**src/rtl/sort_link_master.sv**
```systemverilog
// ---------------------------------------------------------------------------
// sort_link_master
//
// Initiator for a word-serial sort engine. One packed frame is accepted from
// an upstream ready/valid port, streamed into the engine one word per cycle,
// and the engine's returned burst is collected. The returned burst is then
// checked against the sent frame and handed back upstream with error flags.
//
// Ports
//   clk, rst      clock (rising edge), asynchronous active-high reset
//   req_valid     in   upstream frame valid
//   req_ready     out  frame can be accepted (high only in IDLE)
//   req_mode      in   0 = pass-through, 1 = sort descending
//   req_data      in   N*DW packed frame, word k = req_data[k*DW +: DW]
//   in_valid      out  engine word strobe
//   mode          out  engine mode, held from SEND start until DONE exit
//   data_in       out  engine word
//   out_valid     in   engine returned-word strobe
//   data_out      in   engine returned word
//   rsp_valid     out  result valid, held until rsp_ready
//   rsp_ready     in   upstream accepts the result
//   rsp_data      out  N*DW returned words, word k = k-th word received
//   rsp_err       out  {timeout, short_burst, check_fail}, 3'b000 = pass
//   dbg_state     out  current FSM state (IDLE=0 SEND=1 WAIT=2 RECV=3 DONE=4)
//
// Handshakes: a transfer happens on a rising edge where valid and ready are
// both high. A source holds valid and its payload stable until that edge;
// ready may be driven independently of valid. On the request port the block
// is the sink (req_ready is high only in IDLE); on the response port it is
// the source (rsp_valid/rsp_data/rsp_err are held until rsp_ready).
// The engine side has no backpressure: in_valid and out_valid are strobes.
//
// Every output is a flop (or a constant-free copy of one), so there is no
// combinational path from any input to any output.
// ---------------------------------------------------------------------------
module sort_link_master #(
  parameter int DW      = 9,
  parameter int N       = 6,
  parameter int TIMEOUT = 64
) (
  input  logic            clk,
  input  logic            rst,
  input  logic            req_valid,
  output logic            req_ready,
  input  logic            req_mode,
  input  logic [N*DW-1:0] req_data,
  output logic            in_valid,
  output logic            mode,
  output logic [DW-1:0]   data_in,
  input  logic            out_valid,
  input  logic [DW-1:0]   data_out,
  output logic            rsp_valid,
  input  logic            rsp_ready,
  output logic [N*DW-1:0] rsp_data,
  output logic [2:0]      rsp_err,
  output logic [2:0]      dbg_state
);

  localparam int CW = (N > 1) ? $clog2(N) : 1;
  localparam int TW = (TIMEOUT > 1) ? $clog2(TIMEOUT) : 1;
  // Sum width: DW+3 bits holds N*(2^DW-1) without overflow for N <= 8.
  localparam int SW = DW + 3;

  localparam logic [CW-1:0] CNT_LAST = CW'(N - 1);
  localparam logic [TW-1:0] TMO_MAX  = TW'(TIMEOUT - 1);

  typedef enum logic [2:0] {
    S_IDLE = 3'd0,
    S_SEND = 3'd1,
    S_WAIT = 3'd2,
    S_RECV = 3'd3,
    S_DONE = 3'd4
  } state_t;

  state_t r_state;

  // Frame as sent and frame as received.
  logic [DW-1:0]   r_tx [N];
  logic [DW-1:0]   r_rx [N];
  logic [CW-1:0]   r_cnt;
  logic [TW-1:0]   r_tmo;

  // Registered outputs.
  logic            r_req_ready;
  logic            r_in_valid;
  logic            r_mode;
  logic [DW-1:0]   r_data_in;
  logic            r_rsp_valid;
  logic [N*DW-1:0] r_rsp_data;
  logic [2:0]      r_rsp_err;

  // Receive path: the word captured on this edge is merged into the buffer
  // combinationally so the check sees the complete burst on the same edge
  // that enters DONE.
  logic            w_capture;
  logic [DW-1:0]   w_rx_nxt [N];
  logic [N*DW-1:0] w_rx_packed;
  logic [SW-1:0]   w_sum_tx;
  logic [SW-1:0]   w_sum_rx;
  logic            w_mismatch;
  logic            w_order_bad;
  logic            w_check_fail;
  logic            w_tmo_exp;

  always_comb begin
    w_capture   = out_valid && ((r_state == S_WAIT) || (r_state == S_RECV));
    w_tmo_exp   = (r_tmo == TMO_MAX);
    w_rx_packed = '0;
    w_sum_tx    = '0;
    w_sum_rx    = '0;
    w_mismatch  = 1'b0;
    w_order_bad = 1'b0;

    for (int k = 0; k < N; k++) begin
      w_rx_nxt[k] = r_rx[k];
    end
    if (w_capture) begin
      w_rx_nxt[r_cnt] = data_out;
    end

    for (int k = 0; k < N; k++) begin
      w_rx_packed[k*DW +: DW] = w_rx_nxt[k];
      w_sum_tx = w_sum_tx + SW'(r_tx[k]);
      w_sum_rx = w_sum_rx + SW'(w_rx_nxt[k]);
      if (w_rx_nxt[k] != r_tx[k]) begin
        w_mismatch = 1'b1;
      end
    end

    // Descending result must be non-increasing.
    for (int k = 0; k < N - 1; k++) begin
      if (w_rx_nxt[k] < w_rx_nxt[k+1]) begin
        w_order_bad = 1'b1;
      end
    end

    // Sorting must preserve content; the sum is a cheap conservation check.
    w_check_fail = r_mode ? (w_order_bad || (w_sum_rx != w_sum_tx)) : w_mismatch;
  end

  always_ff @(posedge clk or posedge rst) begin
    if (rst) begin
      r_state     <= S_IDLE;
      r_cnt       <= '0;
      r_tmo       <= '0;
      r_req_ready <= 1'b1;
      r_in_valid  <= 1'b0;
      r_mode      <= 1'b0;
      r_data_in   <= '0;
      r_rsp_valid <= 1'b0;
      r_rsp_data  <= '0;
      r_rsp_err   <= '0;
      for (int k = 0; k < N; k++) begin
        r_tx[k] <= '0;
        r_rx[k] <= '0;
      end
    end else begin
      if (w_capture) begin
        for (int k = 0; k < N; k++) begin
          r_rx[k] <= w_rx_nxt[k];
        end
      end

      case (r_state)
        S_IDLE: begin
          // r_req_ready is high throughout IDLE.
          if (req_valid) begin
            for (int k = 0; k < N; k++) begin
              r_tx[k] <= req_data[k*DW +: DW];
              r_rx[k] <= '0;   // unreceived words read back as zero
            end
            r_mode      <= req_mode;
            r_cnt       <= '0;
            r_req_ready <= 1'b0;
            r_in_valid  <= 1'b1;
            r_data_in   <= req_data[DW-1:0];
            r_state     <= S_SEND;
          end
        end

        S_SEND: begin
          // data_in already shows word r_cnt; advance or finish the burst.
          if (r_cnt == CNT_LAST) begin
            r_in_valid <= 1'b0;
            r_data_in  <= '0;
            r_cnt      <= '0;
            r_tmo      <= '0;
            r_state    <= S_WAIT;
          end else begin
            r_cnt     <= r_cnt + CW'(1);
            r_data_in <= r_tx[r_cnt + CW'(1)];
          end
        end

        S_WAIT: begin
          if (!w_tmo_exp) begin
            r_tmo <= r_tmo + TW'(1);
          end
          if (out_valid) begin
            r_cnt   <= CW'(1);
            r_state <= S_RECV;
          end else if (w_tmo_exp) begin
            r_rsp_valid <= 1'b1;
            r_rsp_data  <= w_rx_packed;
            r_rsp_err   <= 3'b100;
            r_state     <= S_DONE;
          end
        end

        S_RECV: begin
          if (!w_tmo_exp) begin
            r_tmo <= r_tmo + TW'(1);
          end
          if (out_valid && (r_cnt == CNT_LAST)) begin
            // Burst complete: the last word wins over a coincident expiry.
            r_rsp_valid <= 1'b1;
            r_rsp_data  <= w_rx_packed;
            r_rsp_err   <= {2'b00, w_check_fail};
            r_state     <= S_DONE;
          end else if (w_tmo_exp) begin
            r_rsp_valid <= 1'b1;
            r_rsp_data  <= w_rx_packed;
            r_rsp_err   <= 3'b100;
            r_state     <= S_DONE;
          end else if (!out_valid) begin
            r_rsp_valid <= 1'b1;
            r_rsp_data  <= w_rx_packed;
            r_rsp_err   <= 3'b010;
            r_state     <= S_DONE;
          end else begin
            r_cnt <= r_cnt + CW'(1);
          end
        end

        S_DONE: begin
          // Late engine words are not captured here (w_capture is low).
          if (rsp_ready) begin
            r_rsp_valid <= 1'b0;
            r_rsp_data  <= '0;
            r_rsp_err   <= '0;
            r_mode      <= 1'b0;
            r_req_ready <= 1'b1;
            r_state     <= S_IDLE;
          end
        end

        default: begin
          r_state     <= S_IDLE;
          r_req_ready <= 1'b1;
          r_in_valid  <= 1'b0;
          r_rsp_valid <= 1'b0;
        end
      endcase
    end
  end

  assign req_ready = r_req_ready;
  assign in_valid  = r_in_valid;
  assign mode      = r_mode;
  assign data_in   = r_data_in;
  assign rsp_valid = r_rsp_valid;
  assign rsp_data  = r_rsp_data;
  assign rsp_err   = r_rsp_err;
  assign dbg_state = r_state;

endmodule

```
**config.mk**
```make
export PLATFORM = sky130hd
export DESIGN_NAME = sort_link_master
export DESIGN_NICKNAME = d
export VERILOG_FILES = /design/src/rtl/sort_link_master.sv
export SDC_FILE = /design/constraint.sdc
export NUM_CORES = 1
export LEC_CHECK = 0
export CAP_MARGIN = 20
export CORE_MARGIN = 2
export CORE_UTILIZATION = 47
export CTS_CLUSTER_SIZE = 28
export DETAILED_ROUTE_END_ITERATION = 12
export PLACE_DENSITY = 0.69
export REMOVE_ABC_BUFFERS = 1
export SYNTH_ARGS = -nofsm -noshare
export SYNTH_HDL_FRONTEND = slang
export SYNTH_SLANG_ARGS = --single-unit
```
**constraint.sdc**
```tcl
create_clock -name clk -period 17.67 [get_ports clk]
set_input_delay 2.6505 -clock clk [delete_from_list [all_inputs] [get_ports clk]]
set_output_delay 2.6505 -clock clk [all_outputs]
set_load 0.1 [all_outputs]
```
==> results by group, run 1 <==
Run status
  • Status: finished, final reports clean

GRT
  • First-pass GRT wire length: 70400 um
  • Vias in the first global route: 11000
  • Largest net degree at the start of global routing: 120
  • Initial antenna violation count: 2
  • Gr ovfl total: 0
  • Overall Global Routing Usage: 33.3%

Logic synthesis
  • #FFs+latches synth: 190
  • Synth cell types: 78
  • Mean Syn Cell Area: 9.02 sq um
  • Fraction of registers with async set/reset: 100%
  • Count of flip-flops with a built-in enable after synthesis: 0
  • Synth Warn #: 0
  • Top_reg_cell synth: dfrtp_1
  • Cell Area, Synth: 0.0133 sq mm
  • Mapped Cells: 1475
  • Register area share after synthesis: 35.7%

Floorplan
  • Initial Utilization: 47.8%
  • Num rows: 61
  • Die area: 0.0297 sq mm
  • Ports: 142
  • Die X-Extent: 172 um
  • Area of the core: 0.0279 sq mm
  • Die height: 172 um

Cells and area
  • Filler Cell Count: 2578
  • Area grow syn2layout: 17.7%
  • Most common cell after layout, fill and taps aside: nand2_1
  • Most frequent cells in the layout: 213 x nand2_1, 189 x dfrtp_1, 184 x inv_1
  • Layout cell share with drive strength beyond 1: 4.99%
  • Antenna Cells: 0
  • Layout Nets: 1808

Worst setup path
  • Crit path arrival time: 9650 ps
  • Critical path capture point type: register
  • Worst-path fanout max: 15
  • R2R depth: 20
  • R2r setup slk: 10550 ps
  • RR Endpoint: rsp_err[0]$_DFFE_PP0P_
  • Worst Setup Start Kind: input port
  • Worst r2r src: dbg_state[2]$_DFFE_PP0P_
  • Worst EP required: 17980 ps
  • Critical path class: input port to register

Timing
  • Fin crit share: 52.9%
  • Post-layout min period: 9340 ps
  • Max Fclk: 0.107 GHz
  • Final Hold Violating Endpoints: 0
  • Setup TNS: 0 ps
  • Worst-margin pin slew: 1020 ps
  • Unrepaired setup endpoints after global routing: false
  • Worst Skew: 13.5 ps
  • Slew Limit Fails: 0
  • Max transition margin: 32.1%
  • Final setup violation count: 0

Route
  • DR vias: 11300
  • DRC violations left: 0
  • WL final: 48000 um
  • Via density: 5.71
  • Starting DRC count in detailed routing: 1080
  • Avg WL per Cell: 24.2 um
  • Antenna Nets Post-Route: 0
  • Initial DRT Pass Iterations: 5

Clock network
  • PostCTS Resize Cnt: 0
  • Hold_buf cts: 0
  • Longest Clk Path Bufs: 2
  • Clk_lat worst skew: 460 ps
  • Clk sinks: 190
  • Root Driver: clkbuf_16
  • Reg clk slew, reported paths: 80 ps
  • CTS HTree Levels: 4
  • TritonCTS clock tree: done
  • CTS Buf Count: 17
  • Postcts setup bufs: 0

Placed design
  • Port bufs: 141
  • GPL Wtd Cong: 1.06
  • HPWL Detailed: 36600 um

Worst hold path
  • Hold Crit Class: register to register
  • Hold depth: 2
  • Hold Crit Start: req_ready$_DFFE_PP1P_
  • Min-Delay Endpoint: req_ready$_DFFE_PP1P_

Flow run
  • Max-cap violation count: 0
sequential cells by signal (all words and copies together) (netlist names):
| register | cells |
|---|---|
| data_in | 9 |
| dbg_state | 3 |
| in_valid | 1 |
| mode | 1 |
| r_cnt | 3 |
| r_rx | 54 |
| r_tmo | 6 |
| r_tx | 54 |
| req_ready | 1 |
| rsp_data | 54 |
| rsp_err | 3 |
| rsp_valid | 1 |
synthesized netlist by cell type, types with 13 or more instances:
cell type / number / share of area, %
nand2b_1: 17 / 0.80
and2_1: 18 / 0.85
nor2_1: 106 / 3.0
mux2i_1: 29 / 2.2
fa_1: 71 / 11
o21ai_0: 131 / 4.9
nand3_1: 27 / 1.0
a21oi_1: 60 / 2.3
dfrtp_1: 189 / 36
ha_1: 79 / 7.4
a22oi_1: 15 / 0.85
xnor2_1: 33 / 2.2
inv_1: 185 / 5.2
a21o_1: 13 / 0.73
nand4_1: 13 / 0.61
nand2_1: 213 / 6.0
nor4_1: 14 / 0.66
clkbuf_1: 48 / 1.4
xor2_1: 19 / 1.3
worst max path at each step:
stage	slack, ps	start	endpoint
after detailed placement	8020	out_valid	rsp_err[0]$_DFFE_PP0P_
after global routing	8080	out_valid	rsp_err[0]$_DFFE_PP0P_
after floorplan	9800	out_valid	rsp_err[0]$_DFFE_PP0P_
after CTS	8430	out_valid	rsp_err[0]$_DFFE_PP0P_
after global placement	8130	out_valid	rsp_err[0]$_DFFE_PP0P_
final	8330	out_valid	rsp_err[0]$_DFFE_PP0P_
stage by stage:
| stage | instances | area, sq um | utilization (%) | worst slack [ps] | hold slack, ps |
|---|---|---|---|---|---|
| 4_1_cts | 1980 | 15700 | 56.2 | 8430 | 465 |
| 5_1_grt | 1980 | 15700 | 56.2 | 8080 | 480 |
| 2_1_floorplan | 1408 | 13000 | - | 9800 | 506 |
| 3_3_place_gp | 1948 | 15100 | 54.1 | 8130 | 449 |
| 3_5_place_dp | 1948 | 15100 | 54.1 | 8020 | 453 |
| 6_report | 1980 | 15700 | 56.2 | 8330 | 465 |
cells by family after synthesis:
logic type / synth area share [%]
simple gates: 16.1
compound gates: 15.3
buf+inv: 7.37
flops: 35.7
fa+ha+maj: 18.1
xor+xnor: 3.59
mux: 3.79
metal layers:
metal  global-route usage (%)  vias up  wire (um)
li1                         -     5150          -
met1                     46.4     5612      21300
met2                     49.6      474      21000
met3                     8.03       76       3640
met4                     14.0        0       2010
met5                        0        -          0
final cells by class:
| cell class | instances | area (sq um) | share of cell area [%] |
|---|---|---|---|
| clock buffers | 20 | 457 | 2.92 |
| inverters | 185 | 702 | 4.48 |
| well taps | 378 | 473 | 3.02 |
| clock inverters | 12 | 125 | 0.799 |
| repair buffers | 162 | 1570 | 10.0 |
| multi-input cells | 1033 | 7580 | 48.4 |
| flip-flops and latches | 190 | 4760 | 30.4 |
worst max-delay path: stages:
cell and delay, ps:
clkdlybuf4s50_1 800, nor4b_4 570, nand2_1 640, a21oi_1 420
inv_1 120, fa_1 540, inv_1 50, fa_1 470
inv_1 50, fa_1 530, ha_1 200, inv_1 70
fa_1 400, xnor2_1 200, xnor2_1 100, nor4_1 530
o2111ai_1 180, a2111oi_0 410, o2111ai_1 180, nor4b_1 350
a41oi_1 160
Power of run 1 is not shown: default switching activity piles up to over one toggle a cycle in this logic, so the estimate is an artifact.
==> inputs of run 2 (changes only) <==
--- a/config.mk
+++ b/config.mk
@@ -10,7 +10,7 @@
 export CORE_UTILIZATION = 47
 export CTS_CLUSTER_SIZE = 28
 export DETAILED_ROUTE_END_ITERATION = 12
-export PLACE_DENSITY = 0.69
+export PLACE_DENSITY = 0.72
 export REMOVE_ABC_BUFFERS = 1
 export SYNTH_ARGS = -nofsm -noshare
 export SYNTH_HDL_FRONTEND = slang
==> constraint.sdc (replaced) <==
create_clock -name clk -period 7.5 [get_ports clk]
set_input_delay 1.125 -clock clk [delete_from_list [all_inputs] [get_ports clk]]
set_output_delay 1.125 -clock clk [all_outputs]
set_load 0.1 [all_outputs]
==> run 2 against run 1 <==
Global-route usage grew 2.6 points. Worst setup slack lost 7900 ps. First-iteration DRC count grew 12%. Critical path depth is the same. Final cell count grew 2.8%. Largest cell class unchanged. Highest routed layer unchanged.
==> results by group, run 2 (synthesis results as in run 1) <==
Timing
  • Max transition margin: 29.2% (-2.9 points)
  • Final setup violation count: 0 (unchanged)
  • Worst Skew: 11.2 ps (-2.31 ps)
  • Slew Limit Fails: 0 (unchanged)
  • Final Hold Violating Endpoints: 0 (unchanged)
  • Worst Slack Setup Final: 421 ps (-7910 ps)
  • Post-layout min period: 7080 ps
  • Unrepaired setup endpoints after global routing: false
  • Max Fclk: 0.141 GHz
  • Fin crit share: 94.4%
  • Worst-margin pin slew: 1060 ps (+42.8 ps)

Worst setup path
  • Worst Setup Start Kind: input port
  • Critical path capture point type: register
  • Crit path arrival time: 7400 ps (-2250 ps)
  • Critical path class: input port to register
  • Worst EP required: 7820 ps (-10160 ps)
  • Worst-path fanout max: 12 (-3)

Clock network
  • Longest Clk Path Bufs: 2 (unchanged)
  • CTS Buf Count: 17 (unchanged)
  • PostCTS Resize Cnt: 0 (unchanged)
  • Clk sinks: 190 (unchanged)
  • Root Driver: clkbuf_16
  • CTS HTree Levels: 4 (unchanged)
  • Postcts setup bufs: 0 (unchanged)
  • Reg clk slew, reported paths: 80 ps (about the same)
  • TritonCTS clock tree: done
  • Clk_lat worst skew: 470 ps (about the same)
  • Hold_buf cts: 0 (unchanged)

Route
  • DRC violations left: 0 (unchanged)
  • DR vias: 11800 (+4.6%)
  • Via density: 5.82 (+1.8%)
  • Starting DRC count in detailed routing: 1212 (+12%)
  • Avg WL per Cell: 25.1 um (+3.6%)
  • Antenna Nets Post-Route: 0 (unchanged)
  • Initial DRT Pass Iterations: 5 (unchanged)
  • WL final: 51100 um (+6.5%)

Placed design
  • Pre-CTS setup slack: -118 ps (-8140 ps)
  • GPL Wtd Cong: 1.05 (-0.83%)
  • Port bufs: 141 (unchanged)
  • HPWL Detailed: 40100 um (+9.6%)

Cells and area
  • Most frequent cells in the layout: 213 x nand2_1, 189 x dfrtp_1, 184 x inv_1
  • Layout Nets: 1863 (+3.0%)
  • Layout cell share with drive strength beyond 1: 8.33% (+3.3 points)
  • Area grow syn2layout: 20.8%
  • Antenna Cells: 0 (unchanged)
  • Most common cell after layout, fill and taps aside: nand2_1

Floorplan
  • Area of the core: 0.0279 sq mm (unchanged)
  • Die X-Extent: 172 um (unchanged)
  • Die area: 0.0297 sq mm (unchanged)
  • Ports: 142 (unchanged)
  • Die height: 172 um (unchanged)
  • Initial Utilization: 47.8% (unchanged)
  • Num rows: 61 (unchanged)

GRT
  • First-pass GRT wire length: 75500 um (+7.3%)
  • Gr ovfl total: 0 (unchanged)
  • Initial antenna violation count: 1 (-1)
  • Vias in the first global route: 11500 (+4.0%)
  • Largest net degree at the start of global routing: 124 (+3.3%)
  • Overall Global Routing Usage: 35.9% (+2.6 points)

Run status
  • Status: finished, final reports clean

Worst hold path
  • Hold Crit Class: register to register

Flow run
  • Max-cap violation count: 0 (unchanged)
-- run 2: cell types whose count changed in the layout (fill, tap and decap cells not counted) --
cell / before / now
clkinv_2: 0 / 1
clkbuf_1: 1 / 0
nor2_1: 105 / 104
clkbuf_8: 2 / 1
clkinv_4: 2 / 5
clkinvlp_4: 3 / 0
buf_4: 21 / 76
inv_8: 2 / 3
or4b_4: 0 / 1
nor2_2: 2 / 3
or4b_1: 1 / 0
-- run 2: routing by layer --
metal  vias to the layer above  track usage, %  share of wire, %
met5                         -               0                 0
met4                         0            15.1               4.2
met3                       116            6.52               6.8
met2                       522            55.6                46
met1                      5946            49.7                43
li1                       5253               -                 -
-- run 2: cell type report --
class | instances | area, sq um
clock inverter | 14 | 145
clock buffer | 18 | 439
timing repair buffer | 217 | 1980
tap | 378 | 473
sequential | 190 | 4760
fill | 2495 | 11800
multi-input combinational | 1033 | 7590
inverter | 185 | 702
-- run 2: final timing paths --
| path | to | slack (ps) | cells after the start | from |
|---|---|---|---|---|
| setup / recovery | rsp_err[0]$_DFFE_PP0P_ | 420 | 21 | out_valid |
| hold / removal | req_ready$_DFFE_PP1P_ | 470 | 2 | req_ready$_DFFE_PP1P_ |
| setup reg to reg | rsp_err[0]$_DFFE_PP0P_ | 720 | 18 | dbg_state[1]$_DFFE_PP0P_ |
| hold reg to reg | req_ready$_DFFE_PP1P_ | 470 | 2 | req_ready$_DFFE_PP1P_ |
| max in group asynchronous | r_tx[6]$_DFFE_PP0P_ | 4840 | 3 | rst |
| min in group asynchronous | r_rx[47]$_DFF_PP0_ | 1240 | 2 | rst |
-- run 2: worst max-delay path, stage by stage --
cell	delay (ps)
clkdlybuf4s50_1	750
nand4bb_1	440
o21ai_0	430
and2_1	280
inv_1	100
fa_1	480
inv_1	50
fa_1	500
fa_1	420
inv_1	70
ha_1	180
inv_1	60
fa_1	420
xnor2_1	210
xnor2_1	100
nor4_1	400
o2111ai_1	160
a2111oi_0	510
o2111ai_1	180
nor4b_1	350
a41oi_1	170
-- run 2: through the flow --
step           TNS [ps]  cell area (sq um)  instances  hold WS, ps  utilization [%]
4_1_cts               0              16100       2035          473             57.7
6_report              0              16100       2035          471             57.7
3_5_place_dp       -118              15500       2003          462             55.6
2_1_floorplan         0              13000       1408          506                -
3_3_place_gp          0              15500       2003          450             55.6
5_1_grt               0              16100       2035          492             57.7
Power of run 2 is left out for the same reason.
